`src/rtl/serial_addsub_pkg.sv`:
```
// Shared types and helpers for the bit-serial adder/subtractor.
package serial_addsub_pkg;

    localparam logic [1:0] ST_IDLE = 2'd0;
    localparam logic [1:0] ST_RUN  = 2'd1;
    localparam logic [1:0] ST_DONE = 2'd2;

    typedef enum logic [1:0] {
        IDLE = ST_IDLE,
        RUN  = ST_RUN,
        DONE = ST_DONE
    } state_t;

    // Bit counter width for a WIDTH-bit serial operation (never below 1).
    function automatic int unsigned cnt_width(input int unsigned w);
        return (w < 2) ? 1 : $clog2(w);
    endfunction

endpackage

```
`src/rtl/serial_addsub_ctrl_fa_cell.sv`:
```
// 1-bit full adder cell: the only arithmetic datapath of the serial unit.
module fa_cell (
    input  logic a,
    input  logic b,
    input  logic c1,
    output logic f,
    output logic c2
);

    assign f  = a ^ b ^ c1;
    assign c2 = (a & b) | (c1 & (a ^ b));

endmodule

```
`src/rtl/serial_addsub_ctrl.sv`:
```
// Bit-serial WIDTH-bit adder/subtractor controller, LSB first, one bit per clock.
// Optional zero-result flag output enabled by defining SERIAL_ADDSUB_ZFLAG_EN.
module serial_addsub_ctrl
    import serial_addsub_pkg::*;
#(
    parameter int unsigned WIDTH = 8
) (
    input  logic             clk,
    input  logic             rst_n,
    input  logic             start,
    input  logic             sub,
    input  logic [WIDTH-1:0] a,
    input  logic [WIDTH-1:0] b,
    output logic             busy,
    output logic             done,
    output logic [WIDTH-1:0] result,
    output logic             cout,
    output logic             overflow
`ifdef SERIAL_ADDSUB_ZFLAG_EN
    ,
    output logic             zero
`endif
);

    localparam int unsigned      CW       = cnt_width(WIDTH);
    localparam logic [CW-1:0]    CNT_LAST = CW'(WIDTH - 1);

    state_t           state_q, state_d;
    logic [WIDTH-1:0] a_sr, b_sr, res_sr;
    logic [CW-1:0]    cnt;
    logic             carry;
    logic             fa_f, fa_c2;
    logic             accept;
    logic             last;

`ifdef SERIAL_ADDSUB_ZFLAG_EN
    logic             any_one;
`endif

    fa_cell u_fa (
        .a  (a_sr[0]),
        .b  (b_sr[0]),
        .c1 (carry),
        .f  (fa_f),
        .c2 (fa_c2)
    );

    // State register.
    always_ff @(posedge clk or negedge rst_n) begin
        if (!rst_n) state_q <= IDLE;
        else        state_q <= state_d;
    end

    // Next-state logic and status outputs.
    always_comb begin
        state_d = state_q;
        accept  = 1'b0;
        last    = 1'b0;
        busy    = 1'b0;
        done    = 1'b0;
        unique case (state_q)
            IDLE: begin
                if (start) begin
                    accept  = 1'b1;
                    state_d = RUN;
                end
            end
            RUN: begin
                busy = 1'b1;
                if (cnt == CNT_LAST) begin
                    last    = 1'b1;
                    state_d = DONE;
                end
            end
            DONE: begin
                done = 1'b1;
                if (start) begin
                    accept  = 1'b1;
                    state_d = RUN;
                end else begin
                    state_d = IDLE;
                end
            end
            default: state_d = IDLE;
        endcase
    end

    // Operand load, serial shifting and result capture.
    always_ff @(posedge clk or negedge rst_n) begin
        if (!rst_n) begin
            a_sr     <= '0;
            b_sr     <= '0;
            res_sr   <= '0;
            cnt      <= '0;
            carry    <= 1'b0;
            result   <= '0;
            cout     <= 1'b0;
            overflow <= 1'b0;
`ifdef SERIAL_ADDSUB_ZFLAG_EN
            any_one  <= 1'b0;
            zero     <= 1'b0;
`endif
        end else if (accept) begin
            // Subtraction is A + ~B + 1: invert B and seed the carry with sub.
            a_sr  <= a;
            b_sr  <= b ^ {WIDTH{sub}};
            carry <= sub;
            cnt   <= '0;
`ifdef SERIAL_ADDSUB_ZFLAG_EN
            any_one <= 1'b0;
`endif
        end else if (state_q == RUN) begin
            a_sr   <= a_sr >> 1;
            b_sr   <= b_sr >> 1;
            res_sr <= {fa_f, res_sr[WIDTH-1:1]};
            carry  <= fa_c2;
`ifdef SERIAL_ADDSUB_ZFLAG_EN
            any_one <= any_one | fa_f;
`endif
            if (last) begin
                // carry still holds the carry into the MSB here, so the
                // signed overflow is taken directly against the MSB carry-out.
                result   <= {fa_f, res_sr[WIDTH-1:1]};
                cout     <= fa_c2;
                overflow <= carry ^ fa_c2;
`ifdef SERIAL_ADDSUB_ZFLAG_EN
                zero     <= ~(any_one | fa_f);
`endif
            end else begin
                cnt <= cnt + 1'b1;
            end
        end
    end

endmodule

```
`config.mk`:
```
export PLATFORM = sky130hd
export DESIGN_NAME = serial_addsub_ctrl
export DESIGN_NICKNAME = d
export VERILOG_FILES = /design/src/rtl/serial_addsub_pkg.sv /design/src/rtl/serial_addsub_ctrl_fa_cell.sv /design/src/rtl/serial_addsub_ctrl.sv
export SDC_FILE = /design/constraint.sdc
export NUM_CORES = 1
export LEC_CHECK = 0
export CORE_MARGIN = 2
export CORE_UTILIZATION = 46
export DETAILED_ROUTE_END_ITERATION = 10
export GPL_TIMING_DRIVEN = 0
export HOLD_SLACK_MARGIN = 0.08
export PLACE_DENSITY = 0.85
export SYNTH_ARGS = -nofsm -noshare
export SYNTH_HDL_FRONTEND = slang
export SYNTH_SLANG_ARGS = --single-unit
```
`constraint.sdc`:
```
create_clock -name clk -period 1.5 [get_ports clk]
set_input_delay 0.3 -clock clk [delete_from_list [all_inputs] [get_ports clk]]
set_output_delay 0.3 -clock clk [all_outputs]
set_load 0.01 [all_outputs]
```
Yosys cells after proc, flatten, opt, wreduce, memory -nomap -nowiden --
Index checks and enable logic that the tools add are counted.
Cells by class: $add $sub $neg 1, equality and inequality tests 6, muxes and demuxes 19, bitwise logic cells 8, reduce and logical (&&, ||, !) cells 7
Operator list (count):
- $mux W8 | 4
- $mux W1 | 9
- $mux W3 | 3
- $xor A8 B8 Y8 | 1
- $ne A2 B2 Y1 const B | 3
- $pmux W2 S3 | 1
- $reduce_and A2 Y1 | 3
- $mux W2 | 2
- $add A3 B1 Y3 const B | 1
- $eq A3 B3 Y1 const B | 1
- $reduce_and A3 Y1 | 1
- $xor A1 B1 Y1 | 3
- $and A1 B1 Y1 | 2
- $eq A2 B1 Y1 const B | 1
- $eq A2 B2 Y1 const B | 1
- $logic_not A2 Y1 | 1
- $reduce_bool A2 Y1 | 1
- $reduce_or A2 Y1 | 1
- $not A1 Y1 | 1
- $or A1 B1 Y1 | 1
Word-level totals: register bits after elaboration 40, bits of input ports 20, output and inout port bits 12, word-level logic and storage cells 50

Logic depth before layout (Yosys ltp) --
Gate-level depths: netlist of the first run.
word-level depth 6, gate-level depth with buffers 6, depth with buffers taken out 5

Hierarchy --
Synthesis of the first run repeated with hierarchy kept, for this count alone.
Second synthesis, totals: cell total of the unflattened synthesis 176, area, all modules 1819.2 um^2
By module, submodules not included:
- serial_addsub_ctrl | times used 1, cells each 175, area each 1799.2 um^2, seq. area each 975.9 um^2
- fa_cell | times used 1, cells each 1, area each 20.0 um^2, seq. area each 0.0 um^2

Worst setup path before layout of the first run --
OpenSTA, ideal clock, no wires.
path type reg-to-reg, from reg cnt[0], to reg cout, arrival 1.393 ns, required time 1.375 ns, setup slack -0.018 ns, cell stages (with the launch flop) 6, buffers on the path 1, cell sequence dfrtp_1 ha_1 ha_1 nand3b_1 buf_4 mux2_2
On the way: longest elaborated chain between the ends 4
RTL lines:
- from (decl) | line serial_addsub_ctrl.sv:30 | logic [CW-1:0] cnt;
- from (signal assigned) | line serial_addsub_ctrl.sv:130 | cnt <= cnt + 1'b1;
- $eq A3 B3 Y1 | line serial_addsub_ctrl.sv:70 | if (cnt == CNT_LAST) begin
- $mux W1 | line serial_addsub_ctrl.sv:70
- $mux W1 | line serial_addsub_ctrl.sv:61 | unique case (state_q)
- $reduce_and A3 Y1 (no line)
- to (signal assigned) | line serial_addsub_ctrl.sv:97 | cout <= 1'b0;
- to (signal assigned) | line serial_addsub_ctrl.sv:124 | cout <= fa_c2;
- to (decl) | line serial_addsub_ctrl.sv:17 | output logic cout,
No other way between the ends. A chain may end at the register's enable or synchronous reset.

Worst setup path after layout of the first run --
from reg cnt[0], to reg result[2]
On the way: longest elaborated chain between the ends 4
RTL lines:
- $eq A3 B3 Y1 | line serial_addsub_ctrl.sv:70
- $mux W1 | line serial_addsub_ctrl.sv:70
- $mux W1 | line serial_addsub_ctrl.sv:61
- $reduce_and A3 Y1 (no line)
- to (signal assigned) | line serial_addsub_ctrl.sv:123 | result <= {fa_f, res_sr[WIDTH-1:1]};
- to (decl) | line serial_addsub_ctrl.sv:16 | output logic [WIDTH-1:0] result,
No other way between the ends.

==> flow_summary_export.csv, run 1 <==
group,metric,value,unit
clock_network,h-tree-depth,2,
clock_network,cts_tree,"yes",
placement,pre_cts_slack,-0.287,ns
floorplanning,die_area,0.00428,mm²
pwr,netSwitchingFraction,34.5,%
sta,max_slew_margin,44.5,%
grt,grt_pass1_wl,5750,µm
pwr,power_density,2070,mW/mm²
logic_synthesis,synth_area,0.00174,mm²
placement,place_congestion,0.817,
logic_synthesis,synth_nets,192,
floorplanning,row_count,22,
pwr,leakage,1.12,nW
sta,worst_pin_slew,0.833,ns
clock_network,numCtsBuffers,5,
logic_synthesis,ys_seq_area_share,56.2,%
layout,layout-drive-gt1-share,22.0,%
sta,finClkSkew,0.00441,ns
logic_synthesis,muxShareOfSynthArea,5.84,%
setup_path,cp_data_arrival_time,1.64,ns
logic_synthesis,synth-seq-cells,39,
layout,area_delta_synth_final,32.5,%
sta,setup_slack,0.0312,ns
layout,final_cells,262,
routing,routed_wl,3370,µm
grt,grt_use_total,17.9,%
run_status,run_status,"complete, no violations",
clock_network,cts.sinks,39,
routing,wl_per_cell,12.9,µm
hold_path,hp-class,"input pin to asynchronous set/reset pin",
logic_synthesis,yosys.area_share.simple,18.3,%
routing,first_pass_iters,4,
logic_synthesis,synth_cell_types,28,
placement,portBuffers,30,
placement,dp_cells,247,
clock_network,clock_latency,0.29,ns
sta,setup_viol,0,
pwr,ir_drop,0.000808,V
logic_synthesis,ys_warn_count,0,
sta,clock.fmax,681,MHz
sta,drv_slew,0,
floorplanning,die_w,65.4,µm
pwr,p_total,4.75,mW
sta,finalCritPeriodShare,97.9,%
placement,hpwl,2300,µm
layout,layout.nets,236,
sta,rsz0062_at_grt,"true",
grt,gr-total-overflow,0,
setup_path,required,1.67,ns
routing,vias_per_cell,5.05,
grt,grt_pass1_vias,1254,
layout,final_util,63.3,%
setup_path,crit_path_max_fanout,10,
logic_synthesis,synth_top_family_by_area,"simple AND/OR/NAND/NOR gates",
setup_path,crit_path_start_kind,"flop",
clock_network,root_buffer,"clkbuf_8",
grt,grt_max_degree,40,
logic_synthesis,synthXorXnorAreaFrac,4.54,%
pwr,p_int,3.11,mW
logic_synthesis,syn-instance-count,169,
floorplanning,io_pins,32,
logic_synthesis,synthAdderAreaFrac,2.60,%
floorplanning,fp.coreArea,0.00363,mm²
layout,final_cell_mix,"nand2_1 (48), dfrtp_1 (39), clkdlybuf4s50_1 (22), nor2_1 (15), a31oi_1 (11)",
floorplanning,start_util,47.8,%
setup_path,end_kind,"flop",
flow_run,cap_viol_max_count,0,
sta,finalSetupTns,0,ns
floorplanning,die_h,65.4,µm
pwr,p_sw,1.64,mW
pwr,p_seq_share,38.5,%
routing,drc_errors,0,
logic_synthesis,syn_avg_cell_area,10.3,µm²
setup_path,worstSetupPathType,"flop to flop",
routing,ant_nets,0,
clock_network,cts_hold_buf,0,
sta,fin_crit,1.47,ns
layout,diodes,0,
grt,antenna_found_initial,0,
routing,vias,1322,
pwr,power_frac_comb,42.7,%
logic_synthesis,synth_compound_area_share,8.51,%
layout,layout.cells.most_common,"nand2_1",
routing,drtIter0Drc,124,
clock_network,clkTransAtPathRegs,0.08,ns
pwr,clkPwrFrac,18.8,%
sta,final_hold_viol_count,0,
clock_network,clk_path_buf_depth,2,
[final cells by class]
class	instances	area, µm²
multi-input combinational	116	708
buffer	9	61.3
clock inverter	2	35.0
timing repair buffer	38	362
sequential	39	976
clock buffer	6	82.6
fill	297	1330
tap	48	60.1
inverter	4	15.0
[final timing paths]
| kind | startpoint | end | slack [ns] | depth (start not counted) |
|---|---|---|---|---|
| max | cnt[0]$_DFFE_PN0P_ | result[2]$_DFFE_PN0P_ | 0.03 | 5 |
| min | rst_n | overflow$_DFFE_PN0P_ | 0.11 | 1 |
| max reg2reg | cnt[0]$_DFFE_PN0P_ | result[2]$_DFFE_PN0P_ | 0.03 | 5 |
| min reg2reg | overflow$_DFFE_PN0P_ | overflow$_DFFE_PN0P_ | 0.48 | 2 |
| max in group asynchronous | rst_n | res_sr[3]$_DFFE_PN0P_ | 0.86 | 1 |
| min in group clk | sub | carry$_DFFE_PN0P_ | 0.39 | 3 |
[layer usage]
metal	vias to the layer above	global-route usage [%]	share of wire, %
li1	644	-	-
met1	644	23.0	44
met2	30	29.0	51
met3	4	6.34	4.3
met4	0	4.43	0.92
met5	-	0	0
[flip-flops by register name, summed over array words and instances, names as in the netlist, 2 cells and up]
register,cells
state_q,2
b_sr,8
result,8
res_sr,7
a_sr,8
cnt,3
[worst max-delay path: stages (launching register included)]
cell	delay (ns)
dfrtp_1	0.39
ha_2	0.18
ha_2	0.17
nand3b_1	0.12
buf_6	0.16
mux2_2	0.34
[what timing repair did]
| item | CTS | global route |
|---|---|---|
| setup endpoints to repair | 12 | 21 |
| resized for setup | 8 | 9 |
| setup buffers | 6 | 2 |
| pin swaps | 1 | 0 |
| gates cloned | 0 | 0 |
[per-stage QoR]
step	cell area [µm²]	hold WS, ns
finish	2300	0.106
detailed placement	2100	0.446
global route	2300	0.177
CTS	2270	0.137
floorplan	1750	0.00441
global placement	2110	0.459
[cell families (layout without fill, tap and decap cells)]
family | count (synthesis) | in the layout
AOI/OAI and AO/OA | 21 | 21
xor gates and xnor gates | 9 | 9
adders and majority gates | 3 | 3
buffers and inverters | 14 | 59
DFF | 39 | 39
muxes | 9 | 9
and+or+nand+nor | 74 | 74
[synth_stat cells (all sizes together)]
library cell,n,area [µm²]
nand2,48,180
dfrtp,39,976
nor2,15,56.3
a31oi,11,68.8
buf,9,50.0
mux2,9,101
xor2,6,52.6
inv,4,15.0
nand3,4,35.0
o21ai,4,31.3
xnor2,3,26.3
a221o,2,20.0
ha,2,25.0
nand2b,2,12.5
nor2b,2,12.5
a21oi,1,5.00
a22o,1,8.76
a22oi,1,7.51
clkbuf,1,3.75
fa,1,20.0
nand3b,1,7.51
nor3,1,5.00
o22ai,1,6.26
or3b,1,8.76
[power by group through the flow]
stage	sequential (mW)	combinational (mW)	clock, mW
detailed placement	1.87	1.88	0
floorplan	1.86	1.22	0
global placement	1.83	1.81	0
global route	1.89	2.28	0.972
CTS	1.83	2.02	0.901
finish	1.83	2.03	0.895
Note: power is estimated with default switching activity, not from simulation.
==> inputs of run 2 (changes only) <==
--- a/config.mk
+++ b/config.mk
@@ -5,8 +5,8 @@
 export SDC_FILE = /design/constraint.sdc
 export NUM_CORES = 1
 export LEC_CHECK = 0
-export CORE_MARGIN = 2
 export CORE_UTILIZATION = 46
+export CTS_CLUSTER_SIZE = 28
 export DETAILED_ROUTE_END_ITERATION = 10
 export GPL_TIMING_DRIVEN = 0
 export HOLD_SLACK_MARGIN = 0.08
==> run 2 against run 1 <==
  * Register-to-register slack about the same
  * Largest power group unchanged
  * First-iteration DRC count fell by 60%
  * Via count down 1.1%
  * Critical path depth down 4
  * Non-clock buffer count down 3
  * Utilization rose by 2.5 points
  * Combinational power fell by 3%
  * Cell count fell by 1.9%
  * Global-route usage grew 0.36 points
  * Setup slack lost 0.0016 ns
  * Critical path type is now flop to output port
  * Sequential share of layout area increased by 0.38 points
==> flow_summary_export.csv, run 2 (synthesis results as in run 1) <==
group,metric,value,unit
sta,drv_slew,0,
floorplanning,fp.coreArea,0.00347,mm²
layout,final_cell_mix,"nand2_1 (48), dfrtp_1 (38), clkdlybuf4s50_1 (20), nor2_1 (15), a31oi_1 (11)",
flow_run,cap_viol_max_count,0,
clock_network,numCtsBuffers,5,
sta,fin_crit,1.47,ns
setup_path,cp_top_family,"buffers and inverters",
sta,finalCritPeriodShare,98.0,%
sta,finalSetupTns,0,ns
sta,final_hold_viol_count,0,
routing,routed_wl,3290,µm
placement,place_congestion,0.743,
grt,gr-usage-met1,22.8,%
clock_network,clkTransAtPathRegs,0.07,ns
routing,ant_nets,0,
clock_network,cts.sinks,39,
setup_path,reg2reg_from,"cnt[0]$_DFFE_PN0P_",
sta,max_slew_margin,45.1,%
grt,grt_max_degree,40,
floorplanning,io_pins,32,
setup_path,cp-endpoint,"cout",
layout,diodes,0,
setup_path,critPathSlowestCell,"clkdlybuf4s50_1",
setup_path,crit_start,"cout$_DFFE_PN0P_",
clock_network,h-tree-depth,2,
sta,finClkSkew,0.00570,ns
floorplanning,row_count,21,
placement,hpwl,2260,µm
grt,grtUsageMet3,4.35,%
setup_path,reg2reg_depth,5,
routing,wl_per_cell,12.8,µm
layout,area_delta_synth_final,31.5,%
layout,top_regs,"a_sr (8), b_sr (8), result (8)",
setup_path,crit_path_max_fanout,2,
routing,drc_errors,0,
setup_path,required,1.20,ns
layout,layout.nets,233,
routing,vias,1307,
floorplanning,die_area,0.00402,mm²
routing,drtIter0Drc,49,
routing,vias_per_cell,5.09,
setup_path,rrSetupSlack,0.03,ns
placement,dp_cells,245,
setup_path,end_kind,"output port",
placement,pre_cts_slack,-0.282,ns
floorplanning,die_h,63.4,µm
grt,grt_use_total,18.2,%
setup_path,crit_buf_inv,1,
sta,clock.fmax,680,MHz
hold_path,hp-class,"input pin to asynchronous set/reset pin",
clock_network,clock_latency,0.29,ns
grt,grt_pass1_wl,5420,µm
sta,setup_viol,0,
placement,portBuffers,30,
setup_path,r2r-end,"cout$_DFFE_PN0P_",
grt,grt_pass1_vias,1168,
grt,top_usage_layer,"met2",
clock_network,cts_hold_buf,0,
grt,grt_use_met2,28.1,%
setup_path,cpPeakStageDelay,0.54,ns
setup_path,crit_path_start_kind,"flop",
pwr,p_total,4.71,mW
floorplanning,die_w,63.4,µm
setup_path,critical_path.cell_chain,"clkdlybuf4s50_1",
run_status,run_status,"complete, no violations",
routing,first_pass_iters,4,
setup_path,cp.depth,1,
grt,antenna_found_initial,0,
clock_network,root_buffer,"clkbuf_8",
clock_network,clk_path_buf_depth,2,
sta,setup_slack,0.0296,ns
sta,rsz0062_at_grt,"true",
clock_network,cts_tree,"yes",
layout,layout-drive-gt1-share,20.9,%
sta,worst_pin_slew,0.823,ns
setup_path,worstSetupPathType,"flop to output port",
placement,dpl_cell_area,0.00210,mm²
grt,gr-total-overflow,0,
layout,fin_area,0.00228,mm²
layout,layout.cells.most_common,"nand2_1",
pwr,leakage,1.15,nW
pwr,power_density,2060,mW/mm²
setup_path,cp_data_arrival_time,1.17,ns
floorplanning,start_util,50.0,%
pwr,ir_drop,0.000924,V
layout,final_cells,257,
==> run 2: what timing repair did <==
item | in CTS | in global routing
setup endpoints to repair | 12 | 20
gates resized for setup | 9 | 10
setup buffers | 3 | 2
==> run 2: power breakdown <==
part / switching [mW] / leakage (nW) / internal [mW]
Sequential: 0.296 / 0.484 / 1.55
Combinational: 0.975 / 0.601 / 0.998
Clock: 0.355 / 0.0612 / 0.538
Total: 1.62 / 1.15 / 3.08
==> run 2: area by class of cell <==
class	count	area [µm²]
buffer	9	58.8
clock buffer	6	82.6
clock inverter	2	35.0
fill	288	1190
inverter	4	15.0
multi-input combinational	116	706
sequential	39	977
tap	46	57.6
timing repair buffer	35	350
==> run 2: metrics by stage <==
step           util, %  hold WS, ns
2_1_floorplan        -      0.00441
5_1_grt           65.8        0.167
3_5_place_dp      60.6        0.442
3_3_place_gp      60.7        0.458
4_1_cts           64.9        0.127
6_report          65.8        0.103
==> run 2: how the worst min path moves through the flow <==
stage	startpoint	to	slack (ns)	depth (start not counted)
final	rst_n	result[4]$_DFFE_PN0P_	0.10	1
after global routing	rst_n	b_sr[1]$_DFFE_PN0P_	0.17	1
after CTS	rst_n	b_sr[1]$_DFFE_PN0P_	0.13	1
after detailed placement	rst_n	result[6]$_DFFE_PN0P_	0.44	1
after global placement	res_sr[1]$_DFFE_PN0P_	res_sr[1]$_DFFE_PN0P_	0.46	2
after floorplan	rst_n	a_sr[0]$_DFFE_PN0P_	0.004	0
==> run 2: routing by layer <==
layer	part of all wire, %	wire [µm]
met1	45	1480
met2	47	1550
met3	5.4	177
met4	2.9	95
met5	0	0
